### src/rtl/vco_adc_ctrl.sv
// Conversion controller for a VCO-based ADC: sequences filter enable, settling
// discard and sample capture into a first-word-fall-through result FIFO.
module vco_adc_ctrl #(
    parameter int unsigned DATA_WIDTH   = 32,
    parameter int unsigned FIFO_DEPTH   = 4,
    parameter int unsigned SETTLE_COUNT = 2
) (
    input  logic                          clk,
    input  logic                          rst,
    input  logic                          start_in,
    input  logic                          abort_in,
    input  logic [9:0]                    oversample_cfg_in,
    input  logic [15:0]                   num_samples_in,
    output logic                          enable_out,
    output logic [9:0]                    oversample_out,
    input  logic [DATA_WIDTH-1:0]         data_in,
    input  logic                          data_valid_in,
    output logic [DATA_WIDTH-1:0]         rd_data_out,
    output logic                          rd_valid_out,
    input  logic                          rd_ready_in,
    output logic [$clog2(FIFO_DEPTH):0]   level_out,
    output logic                          busy_out,
    output logic                          done_out,
    output logic                          overflow_out,
    output logic                          cfg_err_out
);

    localparam int unsigned AW = $clog2(FIFO_DEPTH);
    localparam int unsigned LW = AW + 1;
    localparam int unsigned SW = $clog2(SETTLE_COUNT + 1);
    localparam logic [LW-1:0] DEPTH_L     = LW'(FIFO_DEPTH);
    localparam logic [SW-1:0] SETTLE_LAST = SW'(SETTLE_COUNT - 1);

    typedef enum logic [1:0] {
        IDLE,
        SETTLE,
        RUN,
        DONE
    } state_t;

    state_t state, next_state;

    logic [9:0]            ratio_q;
    logic [15:0]           num_q;
    logic [15:0]           sample_cnt;
    logic [15:0]           sample_cnt_nxt;
    logic [SW-1:0]         settle_cnt;

    logic [DATA_WIDTH-1:0] mem [FIFO_DEPTH];
    logic [AW-1:0]         wr_ptr;
    logic [AW-1:0]         rd_ptr;
    logic [LW-1:0]         level_q;

    logic accept_start;
    logic cfg_reject;
    logic settle_inc;
    logic run_sample;
    logic fifo_full;
    logic pop;
    logic push;
    logic drop;

    assign sample_cnt_nxt = sample_cnt + 16'd1;
    assign fifo_full      = (level_q == DEPTH_L);
    assign rd_valid_out   = (level_q != '0);
    assign pop            = rd_valid_out && rd_ready_in;
    // A full FIFO still takes a sample when the head leaves on the same edge.
    assign push           = run_sample && (!fifo_full || pop);
    assign drop           = run_sample && fifo_full && !pop;

    assign oversample_out = ratio_q;
    assign level_out      = level_q;
    assign rd_data_out    = rd_valid_out ? mem[rd_ptr] : '0;

    always_ff @(posedge clk) begin
        if (rst) begin
            state <= IDLE;
        end else begin
            state <= next_state;
        end
    end

    always_comb begin
        next_state   = state;
        accept_start = 1'b0;
        cfg_reject   = 1'b0;
        settle_inc   = 1'b0;
        run_sample   = 1'b0;
        unique case (state)
            IDLE: begin
                if (start_in) begin
                    if (oversample_cfg_in != '0) begin
                        accept_start = 1'b1;
                        next_state   = SETTLE;
                    end else begin
                        cfg_reject = 1'b1;
                    end
                end
            end
            SETTLE: begin
                if (abort_in) begin
                    next_state = IDLE;
                end else if (data_valid_in) begin
                    settle_inc = 1'b1;
                    if (settle_cnt == SETTLE_LAST) begin
                        next_state = RUN;
                    end
                end
            end
            RUN: begin
                if (abort_in) begin
                    next_state = IDLE;
                end else if (data_valid_in) begin
                    run_sample = 1'b1;
                    if ((num_q != '0) && (sample_cnt_nxt == num_q)) begin
                        next_state = DONE;
                    end
                end
            end
            DONE: begin
                next_state = IDLE;
            end
            default: begin
                next_state = IDLE;
            end
        endcase
    end

    always_comb begin
        enable_out = 1'b0;
        busy_out   = 1'b1;
        done_out   = 1'b0;
        unique case (state)
            IDLE:        busy_out   = 1'b0;
            SETTLE, RUN: enable_out = 1'b1;
            DONE:        done_out   = 1'b1;
            default:     busy_out   = 1'b0;
        endcase
    end

    always_ff @(posedge clk) begin
        if (rst) begin
            ratio_q      <= '0;
            num_q        <= '0;
            sample_cnt   <= '0;
            settle_cnt   <= '0;
            overflow_out <= 1'b0;
            cfg_err_out  <= 1'b0;
            wr_ptr       <= '0;
            rd_ptr       <= '0;
            level_q      <= '0;
        end else begin
            cfg_err_out <= cfg_reject;
            // Flush on an accepted start wins over any same-cycle pop.
            if (accept_start) begin
                ratio_q      <= oversample_cfg_in;
                num_q        <= num_samples_in;
                sample_cnt   <= '0;
                settle_cnt   <= '0;
                overflow_out <= 1'b0;
                wr_ptr       <= '0;
                rd_ptr       <= '0;
                level_q      <= '0;
            end else begin
                if (settle_inc) begin
                    settle_cnt <= settle_cnt + 1'b1;
                end
                if (run_sample) begin
                    sample_cnt <= sample_cnt_nxt;
                end
                if (drop) begin
                    overflow_out <= 1'b1;
                end
                if (push) begin
                    wr_ptr <= wr_ptr + 1'b1;
                end
                if (pop) begin
                    rd_ptr <= rd_ptr + 1'b1;
                end
                if (push && !pop) begin
                    level_q <= level_q + 1'b1;
                end else if (pop && !push) begin
                    level_q <= level_q - 1'b1;
                end
            end
        end
    end

    always_ff @(posedge clk) begin
        if (push) begin
            mem[wr_ptr] <= data_in;
        end
    end

endmodule

### config.mk
export PLATFORM = sky130hd
export DESIGN_NAME = vco_adc_ctrl
export DESIGN_NICKNAME = d
export VERILOG_FILES = /design/src/rtl/vco_adc_ctrl.sv
export SDC_FILE = /design/constraint.sdc
export NUM_CORES = 1
export LEC_CHECK = 0
export CORE_ASPECT_RATIO = 1.4
export CORE_MARGIN = 1.5
export CORE_UTILIZATION = 40
export DETAILED_ROUTE_END_ITERATION = 6
export HOLD_SLACK_MARGIN = 0.08
export SYNTH_ARGS = -nofsm -noshare
export SYNTH_HDL_FRONTEND = slang
export SYNTH_SLANG_ARGS = --single-unit
export TNS_END_PERCENT = 1
### constraint.sdc
create_clock -name clk -period 3.4 [get_ports clk]
set_input_delay 0.51 -clock clk [delete_from_list [all_inputs] [get_ports clk]]
set_output_delay 0.51 -clock clk [all_outputs]
set_load 0.02 [all_outputs]
==> out/metrics.cfg <==
[floorplan]
chipHeight_um = 166.9
initial_utilization = 0.4107
std_cell_rows = 59
die_w_um = 120.0
ioPinCount = 115
floorplan.core_area_um2 = 18680
die-area_um2 = 20030

[worst_setup_path]
r2r-start = level_out[0]
critical_path_arrival_ns = 2.66
critPathCaptureType = output pin
critPathRequiredTime_ns = 2.89
critical_path_class = flop to output pin
critical_path.max_stage_delay_ns = 0.87
startpoint_type = flop
critPathLaunch = level_out[0]
crit_path_max_fanout = 35
cp_cell_sequence = or3_1 > and2_1 > clkdlybuf4s50_1
slowest_stage = or3_1

[detailed_routing]
dr_total_vias = 4653
wl_um = 15310
drt_first_iter_violations = 277
ant_nets = 0
routed_wirelength_normalized_by_instance_count_um = 16.49
drtPass1Iterations = 4
drc_errors = 0
routed_via_density = 5.014

[clock_tree]
clk_latency_ns = 0.43
cts_num_sinks = 185
postCtsHoldBufs = 0
cts-buffers-inserted = 17
htree_num_levels = 4
worst_path_clk_slew_ns = 0.07
tritoncts = done
cts_root_buf = clkbuf_16
post-cts-setup-buffer-count = 0
postCtsResizedCells = 0
cts_buffer_depth = 2

[global_routing]
antenna_found_initial = 1
grt_max_degree = 36
grt_first_pass_wirelength_um = 24530
groute.usage.overall = 0.1599
leftover_overflow_at_the_end_of_global_routing = 0
grt_pass1_vias = 4967

[synth]
syn-instance-count = 550
synth_area_per_cell_um2 = 13.95
post_synthesis_instance_area_um2 = 7671
yosys_register_bits = 185
synth_enable_flop_cells = 128
synth.lib_cells_used.distinct = 45
yosys_warnings = 0
ys.flop_type = edfxtp_1
syn_nets = 627
yosysSeqAreaShare = 0.6498
async_flop_share = 0

[place]
placed_area_um2 = 9175
place.gp.congestion = 0.8539
place.port_buffers = 114
detailed_place_hpwl_um = 10530

[timing]
hold_viol_final = 0
max_clock_freq_mhz = 315.6
clock_skew_ns = 0.01014
max-slew-margin-rel = 0.2786
setup-violations-final = 0
timing_max_transition_violations_final = 0
final.period_utilization = 0.9320
worst-slew-pin-transition_ns = 1.082
final_period_minus_worst_setup_slack_ns = 3.169
timing.hold.ws_ns = 0.4605
post_route_setup_tns_ns = 0
rsz_0062_raised_after_global_routing = false

[power]
leak_nw = 3.226
worst_ir_drop_vdd_uv = 285.2
power.density_nw_per_um2 = 486.0

[finish]
fin_area_um2 = 9751
area_growth_syn_to_layout_pct = 27.11
num-nets-final = 748
drive_gt1_frac = 0.1362
layout_commonest_cell = edfxtp_1
most-common-layout-cells = edfxtp_1, clkdlybuf4s50_1, nand2_1, dfxtp_1, nor2_1

[hold_path]
hold_path.startpoint = oversample_out[0]
worst_hold_path_type = flop to flop

[flow_run]
max-cap-violations = 0

[outcome]
status = complete, no violations

## critical path: cells and delay by family, from the launching register on
family	cells	cell delay [ns]
buffers and inverters	1	0.62
flip-flops	1	0.44
AND/OR/NAND/NOR	2	1.16
## stage by stage
step                      setup slack [ns]  power (mW)  instances  utilization
after floorplan                     0.9907       2.697        550            -
after global placement              0.6041       2.884        896       0.4913
after detailed placement            0.5587       2.892        896       0.4913
after CTS                           0.1071       4.797        927       0.5219
after global routing               0.01010       4.912        927       0.5219
final                               0.2310       4.739        928       0.5221
## sequential cells by signal (all words and copies together), names as in the netlist, named ones only
signal          cells
mem               128
num_q              16
sample_cnt         16
oversample_out     10
level_out           3
rd_ptr              2
settle_cnt          2
state               2
wr_ptr              2
cfg_err_out         1
overflow_out        1
## cells by family after synthesis
kind of cell,share of synthesized area
AO/OA/AOI/OAI,0.03898
XOR/XNOR,0.05024
AND/OR/NAND/NOR,0.1204
adder cells (fa/ha/maj),0.02218
buffers and inverters,0.02055
flip-flops,0.6498
multiplexers,0.09786
## final cells by class
cell class,instances,area [µm²]
Antenna cell,1,2.502
Inverter,11,41.29
Tap cell,244,305.3
Fill cell,1625,8926
Sequential cell,185,4987
Clock inverter,14,147.6
Multi-Input combinational cell,329,2540
Timing Repair Buffer,127,1301
Clock buffer,17,425.4
## synthesized netlist by cell type, drive strengths merged (2+ instances only)
cell type / instances / area [µm²]
edfxtp: 128 / 3844
nand2: 71 / 276.5
dfxtp: 57 / 1141
and2: 40 / 252.7
nor2: 36 / 135.1
a21oi: 32 / 160.2
mux4: 32 / 720.7
xnor2: 23 / 201.4
xor2: 21 / 183.9
clkbuf: 16 / 60.06
nand3: 13 / 65.06
ha: 12 / 150.1
inv: 11 / 41.29
buf: 9 / 56.30
nor4: 8 / 56.30
nor3: 7 / 40.04
nand4: 4 / 25.02
mux2i: 3 / 30.03
o21ai: 3 / 15.01
a211o: 2 / 17.52
a211oi: 2 / 15.01
a31oi: 2 / 12.51
and3: 2 / 15.01
nor3b: 2 / 15.01
## routing by layer
metal,GRT usage,up-vias,part of all wire
met2,0.2937,124,0.54
met3,0.03973,14,0.052
met1,0.1719,2264,0.40
met5,0,-,0
li1,-,2251,-
met4,0.06884,0,0.016
## path summary, 6_finish.rpt
| path | end | slack, ns | cells past startpoint |
|---|---|---|---|
| setup / recovery | rd_data_out[4] | 0.23 | 3 |
| hold / removal | oversample_out[0] | 0.46 | 2 |
| setup reg to reg | level_out[2] | 0.71 | 9 |
| hold reg to reg | oversample_out[0] | 0.46 | 2 |
## power breakdown
| group | switching, mW | leakage, nW | total [mW] | internal, mW |
|---|---|---|---|---|
| sequential | 0.0264 | 1.61 | 2.46 | 2.43 |
| combinational | 0.193 | 1.33 | 0.379 | 0.186 |
| clock | 0.918 | 0.285 | 1.90 | 0.982 |
No activity file was read; power rests on OpenSTA's default activity.
